File: config.mk
export PLATFORM = sky130hd
export DESIGN_NAME = axis_sample_source
export DESIGN_NICKNAME = d
export VERILOG_FILES = /design/src/rtl/axis_sample_source.sv
export SDC_FILE = /design/constraint.sdc
export NUM_CORES = 2
export LEC_CHECK = 0
export ABC_AREA = 1
export ABC_CLOCK_PERIOD_IN_PS = 2410
export BUFFER_PORTS_ARGS = -buffer_cell sky130_fd_sc_hd__buf_2
export CORE_UTILIZATION = 45
export CTS_BUF_LIST = sky130_fd_sc_hd__clkbuf_4 sky130_fd_sc_hd__clkbuf_8
export CTS_CLUSTER_DIAMETER = 100
export CTS_CLUSTER_SIZE = 10
export DETAILED_ROUTE_END_ITERATION = 8
export PLACE_DENSITY = 0.65
export SLEW_MARGIN = 15
export SYNTH_ARGS = -nofsm -noshare
export SYNTH_HDL_FRONTEND = slang
export SYNTH_SLANG_ARGS = --single-unit
File: constraint.sdc
create_clock -name clk -period 2.41 [get_ports clk]
set_clock_uncertainty 0.15 [all_clocks]
set_input_delay 0.1205 -clock clk [delete_from_list [all_inputs] [get_ports clk]]
set_output_delay 0.1205 -clock clk [all_outputs]
set_load 0.03 [all_outputs]
File: src/rtl/axis_sample_source.sv
// AXIS master replaying a preloaded sample buffer, one beat per clks_per_sample tick; first beat one clock after start.
// A stalled beat is held unchanged and each tick that finds it still stalled bumps the saturating overrun counter.
module axis_sample_source #(
    parameter int data_width      = 16,
    parameter int depth           = 256,
    parameter int clks_per_sample = 5
) (
    input  logic                       clk,
    input  logic                       rst_n,
    input  logic                       wr_en,
    input  logic [$clog2(depth)-1:0]   wr_addr,
    input  logic [data_width-1:0]      wr_data,
    input  logic                       start,
    input  logic                       stop,
    input  logic                       loop,
    input  logic [$clog2(depth):0]     num_samples,
    output logic [data_width-1:0]      m_axis_tdata,
    output logic                       m_axis_tvalid,
    input  logic                       m_axis_tready,
    output logic                       m_axis_tlast,
    output logic                       busy,
    output logic                       done,
    output logic [15:0]                overrun_cnt
);
    localparam int aw  = $clog2(depth);
    localparam int dvw = $clog2(clks_per_sample);

    typedef enum logic [1:0] {S_IDLE, S_RUN, S_DONE} state_t;

    state_t               state;
    logic [data_width-1:0] mem [depth];
    logic [aw-1:0]        idx;
    logic [aw-1:0]        n_last;
    logic [dvw-1:0]       div;
    logic                 loop_q;
    logic                 stopping;
    logic [aw:0]          n_eff;
    logic                 tick;
    logic                 accept;

    // Buffer is deliberately not reset so a replay after reset uses the same data.
    always_ff @(posedge clk) begin
        if (wr_en && state == S_IDLE)
            mem[wr_addr] <= wr_data;
    end

    always_comb begin
        n_eff = num_samples;
        if (num_samples == '0 || num_samples > (aw+1)'(depth))
            n_eff = (aw+1)'(depth);
    end

    assign tick   = (state == S_RUN) && (div == '0);
    assign accept = m_axis_tvalid && m_axis_tready;

    always_ff @(posedge clk or negedge rst_n) begin
        if (!rst_n) begin
            state         <= S_IDLE;
            idx           <= '0;
            n_last        <= '0;
            div           <= '0;
            loop_q        <= 1'b0;
            stopping      <= 1'b0;
            m_axis_tdata  <= '0;
            m_axis_tvalid <= 1'b0;
            m_axis_tlast  <= 1'b0;
            busy          <= 1'b0;
            done          <= 1'b0;
            overrun_cnt   <= '0;
        end else begin
            case (state)
                S_IDLE: begin
                    done <= 1'b0;
                    if (start) begin
                        state       <= S_RUN;
                        busy        <= 1'b1;
                        idx         <= '0;
                        div         <= '0;
                        loop_q      <= loop;
                        n_last      <= aw'(n_eff - 1'b1);
                        stopping    <= 1'b0;
                        overrun_cnt <= '0;
                    end
                end
                S_RUN: begin
                    div <= (div == dvw'(clks_per_sample - 1)) ? '0 : div + 1'b1;
                    // Abort waits for any pending beat to handshake before finishing.
                    if (stop || stopping) begin
                        if (!m_axis_tvalid || m_axis_tready) begin
                            m_axis_tvalid <= 1'b0;
                            state         <= S_DONE;
                            busy          <= 1'b0;
                            done          <= 1'b1;
                        end else begin
                            stopping <= 1'b1;
                        end
                    end else if (accept && m_axis_tlast && !loop_q) begin
                        m_axis_tvalid <= 1'b0;
                        state         <= S_DONE;
                        busy          <= 1'b0;
                        done          <= 1'b1;
                    end else if (tick) begin
                        if (!m_axis_tvalid || m_axis_tready) begin
                            m_axis_tdata  <= mem[idx];
                            m_axis_tvalid <= 1'b1;
                            m_axis_tlast  <= (idx == n_last);
                            idx           <= (idx == n_last) ? '0 : idx + 1'b1;
                        end else if (overrun_cnt != 16'hFFFF) begin
                            overrun_cnt <= overrun_cnt + 16'd1;
                        end
                    end else if (accept) begin
                        m_axis_tvalid <= 1'b0;
                    end
                end
                S_DONE: begin
                    state <= S_IDLE;
                    done  <= 1'b0;
                end
                default: state <= S_IDLE;
            endcase
        end
    end
endmodule

==> flow_metrics.env <==
export IMPL_htree_num_levels=5
export IMPL_nets=15700
export IMPL_wl_um=535000
export IMPL_detailed_place_hpwl_um=324000
export IMPL_grtUsageMet1_pct=37.8
export IMPL_vias=119000
export IMPL_finalHoldViolations=0
export IMPL_grt_busiest_layer="met2"
export IMPL_fin_ws_ns=-0.546
export IMPL_synth_fp_nets=14400
export IMPL_synth_warnings=0
export IMPL_drv_slew=0
export IMPL_seqPwrFrac_pct=49.0
export IMPL_fmax_ghz=0.338
export IMPL_ys_types=38
export IMPL_cts_buffers=454
export IMPL_clock_root_buffer="clkbuf_8"
export IMPL_maxCapViolations=0
export IMPL_start_util_pct=45.2
export IMPL_tns_ns=-9.24
export IMPL_post_route_min_period_ns=2.96
export IMPL_violations="design-rule violations, negative setup slack"
export IMPL_antenna_found_initial=16
export IMPL_row_count=224
export IMPL_start_kind="flip-flop"
export IMPL_route_detailed_drc=3
export IMPL_nFillCells=30600
export IMPL_synthCells=14400
export IMPL_required_ns=3.27
export IMPL_yosysSeqAreaShare_pct=73.8
export IMPL_cts_tree="yes"
export IMPL_grt_max_degree=86
export IMPL_crit_fanout=17
export IMPL_vdd_ir_drop_max_uv=499
export IMPL_cts_buffer_depth=4
export IMPL_end_kind="flip-flop"
export IMPL_clk_latency_ns=1.20
export IMPL_dieArea_um2=377000
export IMPL_ioPinCount=76
export IMPL_swShare_pct=30.9
export IMPL_clock_sinks=4155
export IMPL_p_clk_share_pct=26.3
export IMPL_switchingPower_mw=50.6
export IMPL_viasPerCell=5.71
export IMPL_die_w_um=614
export IMPL_ant_nets=0
export IMPL_port_buffers=75
export IMPL_final_layout_size_suffix_gt1_share_pct=17.7
export IMPL_first_pass_iters=8
export IMPL_grt_pass1_wl_um=763000
export IMPL_p_leak_nw=74.0
export IMPL_syn_avg_cell_area_um2=11.7
export IMPL_grt_remaining_overflow=0
export IMPL_worstPathArrival_ns=3.82
export IMPL_setup_viol=25
export IMPL_syn_area_um2=169000
export IMPL_pwr_share_comb_pct=24.7
export IMPL_slew_headroom_pct=25.1
export IMPL_use_met3_pct=4.01
export IMPL_clkTransAtPathRegs_ns=0.08
export IMPL_grt_pass1_vias=111000
export IMPL_synth_seq_cells=4155
export IMPL_coreArea_um2=373000
export IMPL_grtUsageMet2_pct=43.2
export IMPL_critPathKind="reg2reg"
export IMPL_finalCritPeriodShare_pct=123
export IMPL_gp_congestion=0.904
export IMPL_cellPowerDensity_nw_per_um2=812
export IMPL_areaGrowthSynthToFinish_pct=19.7
export IMPL_hp_class="in2async"
export IMPL_grt_usage_pct=27.4
export IMPL_p_int_mw=113
export IMPL_tightestPinTransition_ns=1.12
export IMPL_die_h_um=614
export IMPL_drt_iter0_markers=15800
export IMPL_hold_slack_ns=0.0768
export IMPL_avgRoutedWirePerCell_um=25.8
export IMPL_outcome="complete, but fails checks"
export IMPL_rsz0062_at_grt="true"
layer usage:
metal,vias up,share of wire [%]
li1,52600,-
met3,1147,10
met1,58000,38
met5,-,0.0050
met4,4,5.3
met2,6775,46
per-stage QoR:
| step | std cells | instance area, um^2 | worst slack, ns | power, mW | util, % |
|---|---|---|---|---|---|
| 5_1_grt | 20800 | 202000 | -0.534 | 169 | 54.1 |
| 2_1_floorplan | 14400 | 169000 | -0.234 | 100 | - |
| 6_report | 20800 | 202000 | -0.546 | 164 | 54.1 |
| 3_3_place_gp | 19900 | 187000 | -1.42 | 116 | 50.2 |
| 3_5_place_dp | 19900 | 187000 | -1.49 | 116 | 50.2 |
| 4_1_cts | 20700 | 200000 | -0.492 | 162 | 53.6 |
path summary, 6_finish.rpt:
kind	endpoint	startpoint	depth (start not counted)	slack, ns
worst max-delay path	m_axis_tdata[10]$_DFFE_PN0P_	idx[0]$_DFFE_PN0P_	15	-0.55
worst min-delay path	m_axis_tdata[4]$_DFFE_PN0P_	rst_n	3	0.08
worst max register to register	m_axis_tdata[10]$_DFFE_PN0P_	idx[0]$_DFFE_PN0P_	15	-0.55
worst min register to register	done$_DFFE_PN0P_	state[0]$_DFFE_PN0P_	2	0.35
max in group asynchronous	idx[0]$_DFFE_PN0P_	rst_n	3	1.24
min in group clk	mem[60][14]$_DFFE_PP_	wr_data[14]	3	0.10
Yosys cell counts, drive strengths merged:
| cell type | instances | area (um^2) |
|---|---|---|
| edfxtp | 4096 | 123000 |
| clkinv | 5 | 21.3 |
| a21oi | 291 | 1460 |
| a22o | 1 | 8.76 |
| xor2 | 10 | 87.6 |
| o31ai | 3 | 22.5 |
| inv | 110 | 425 |
| nor3b | 3 | 22.5 |
| dfrtp | 59 | 1480 |
| nand2 | 5395 | 20300 |
| buf | 709 | 3930 |
| ha | 5 | 62.6 |
| o211ai | 1 | 7.51 |
| o22ai | 2 | 12.5 |
| o21a | 1 | 7.51 |
| o21ai | 20 | 100 |
| xnor2 | 7 | 61.3 |
| a211oi | 1 | 7.51 |
| a21boi | 3 | 22.5 |
| nor3 | 12 | 70.1 |
| or2 | 19 | 119 |
| clkbuf | 199 | 747 |
| nand3 | 3053 | 15300 |
| nor4 | 6 | 37.5 |
| a31oi | 3 | 18.8 |
| nor2 | 360 | 1360 |
| nand4 | 4 | 25.0 |
cell usage in the layout (no fill, tap or decap), drive strengths merged, types with 4 or more instances in the layout:
| master | instances |
|---|---|
| nand2 | 5395 |
| edfxtp | 4096 |
| inv | 122 |
| nand3 | 3053 |
| ha | 5 |
| clkbuf | 586 |
| diode | 8 |
| nor3 | 12 |
| xor2 | 10 |
| xnor2 | 7 |
| a21oi | 291 |
| dlygate4sd3 | 85 |
| dfrtp | 59 |
| nand4 | 4 |
| clkinv | 17 |
| o21ai | 20 |
| nor2 | 360 |
| buf | 1597 |
| nor4 | 6 |
| bufbuf | 19 |
| clkinvlp | 5 |
| or2 | 19 |
flip-flops by register name, summed over array words and instances, names as in the netlist:
signal	cells
n_last	8
busy	1
stopping	1
overrun_cnt	16
loop_q	1
div	3
m_axis_tdata	16
m_axis_tlast	1
state	2
m_axis_tvalid	1
done	1
mem	4096
idx	8
area by class of cell:
| class | count | area, um^2 | share of cell area [%] |
|---|---|---|---|
| Timing Repair Buffer | 1722 | 21200 | 10.5 |
| Tap cell | 4972 | 6220 | 3.08 |
| Inverter | 115 | 557 | 0.276 |
| Antenna cell | 8 | 20.0 | 0.00992 |
| Timing Repair inverter | 5 | 87.6 | 0.0434 |
| Sequential cell | 4155 | 125000 | 61.7 |
| Multi-Input combinational cell | 9200 | 41800 | 20.7 |
| Clock inverter | 24 | 283 | 0.140 |
| Clock buffer | 565 | 7110 | 3.52 |
kinds of logic (layout without fill, tap and decap cells):
kind of cell	count (synthesis)	in the layout	synth area share, %
AO/OA/AOI/OAI	326	326	0.987
flip-flops	4155	4155	73.8
AND/OR/NAND/NOR	8852	8852	22.0
other	0	8	0
adder cells (fa/ha/maj)	5	5	0.0371
XOR/XNOR	17	17	0.0883
buffers and inverters	1023	2431	3.04
worst max-delay path, stage by stage (launching register included):
cell and delay (ns):
dfrtp_4 0.48, buf_12 0.15, clkinv_16 0.12, buf_16 0.20
buf_4 0.18, buf_6 0.17, nand2_1 0.07, nand2_1 0.06
a21oi_2 0.13, nand3_1 0.16, nand3_4 0.13, nand3_4 0.09
nand3_4 0.12, nand2_4 0.07, nor2_4 0.32, a21boi_2 0.10
power by group through the flow:
stage	Sequential, mW	Combinational (mW)	Clock (mW)
finish	80.3	40.5	43.1
global route	80.2	42.8	45.9
CTS	80.3	38.2	43.4
detailed placement	81.9	34.4	0
global placement	81.9	34.1	0
floorplan	81.8	18.2	0
repair_timing:
item / in CTS / in global routing
endpoints found under the hold margin: 7958 / 0
buffers inserted: 77 / 22
hold buffers: 100 / 0
pin swaps: 79 / 70
endpoints found under the setup margin: 200 / 328
resized for setup: 489 / 340
cloned: 35 / 21
Power figures use the tool's default switching activity.
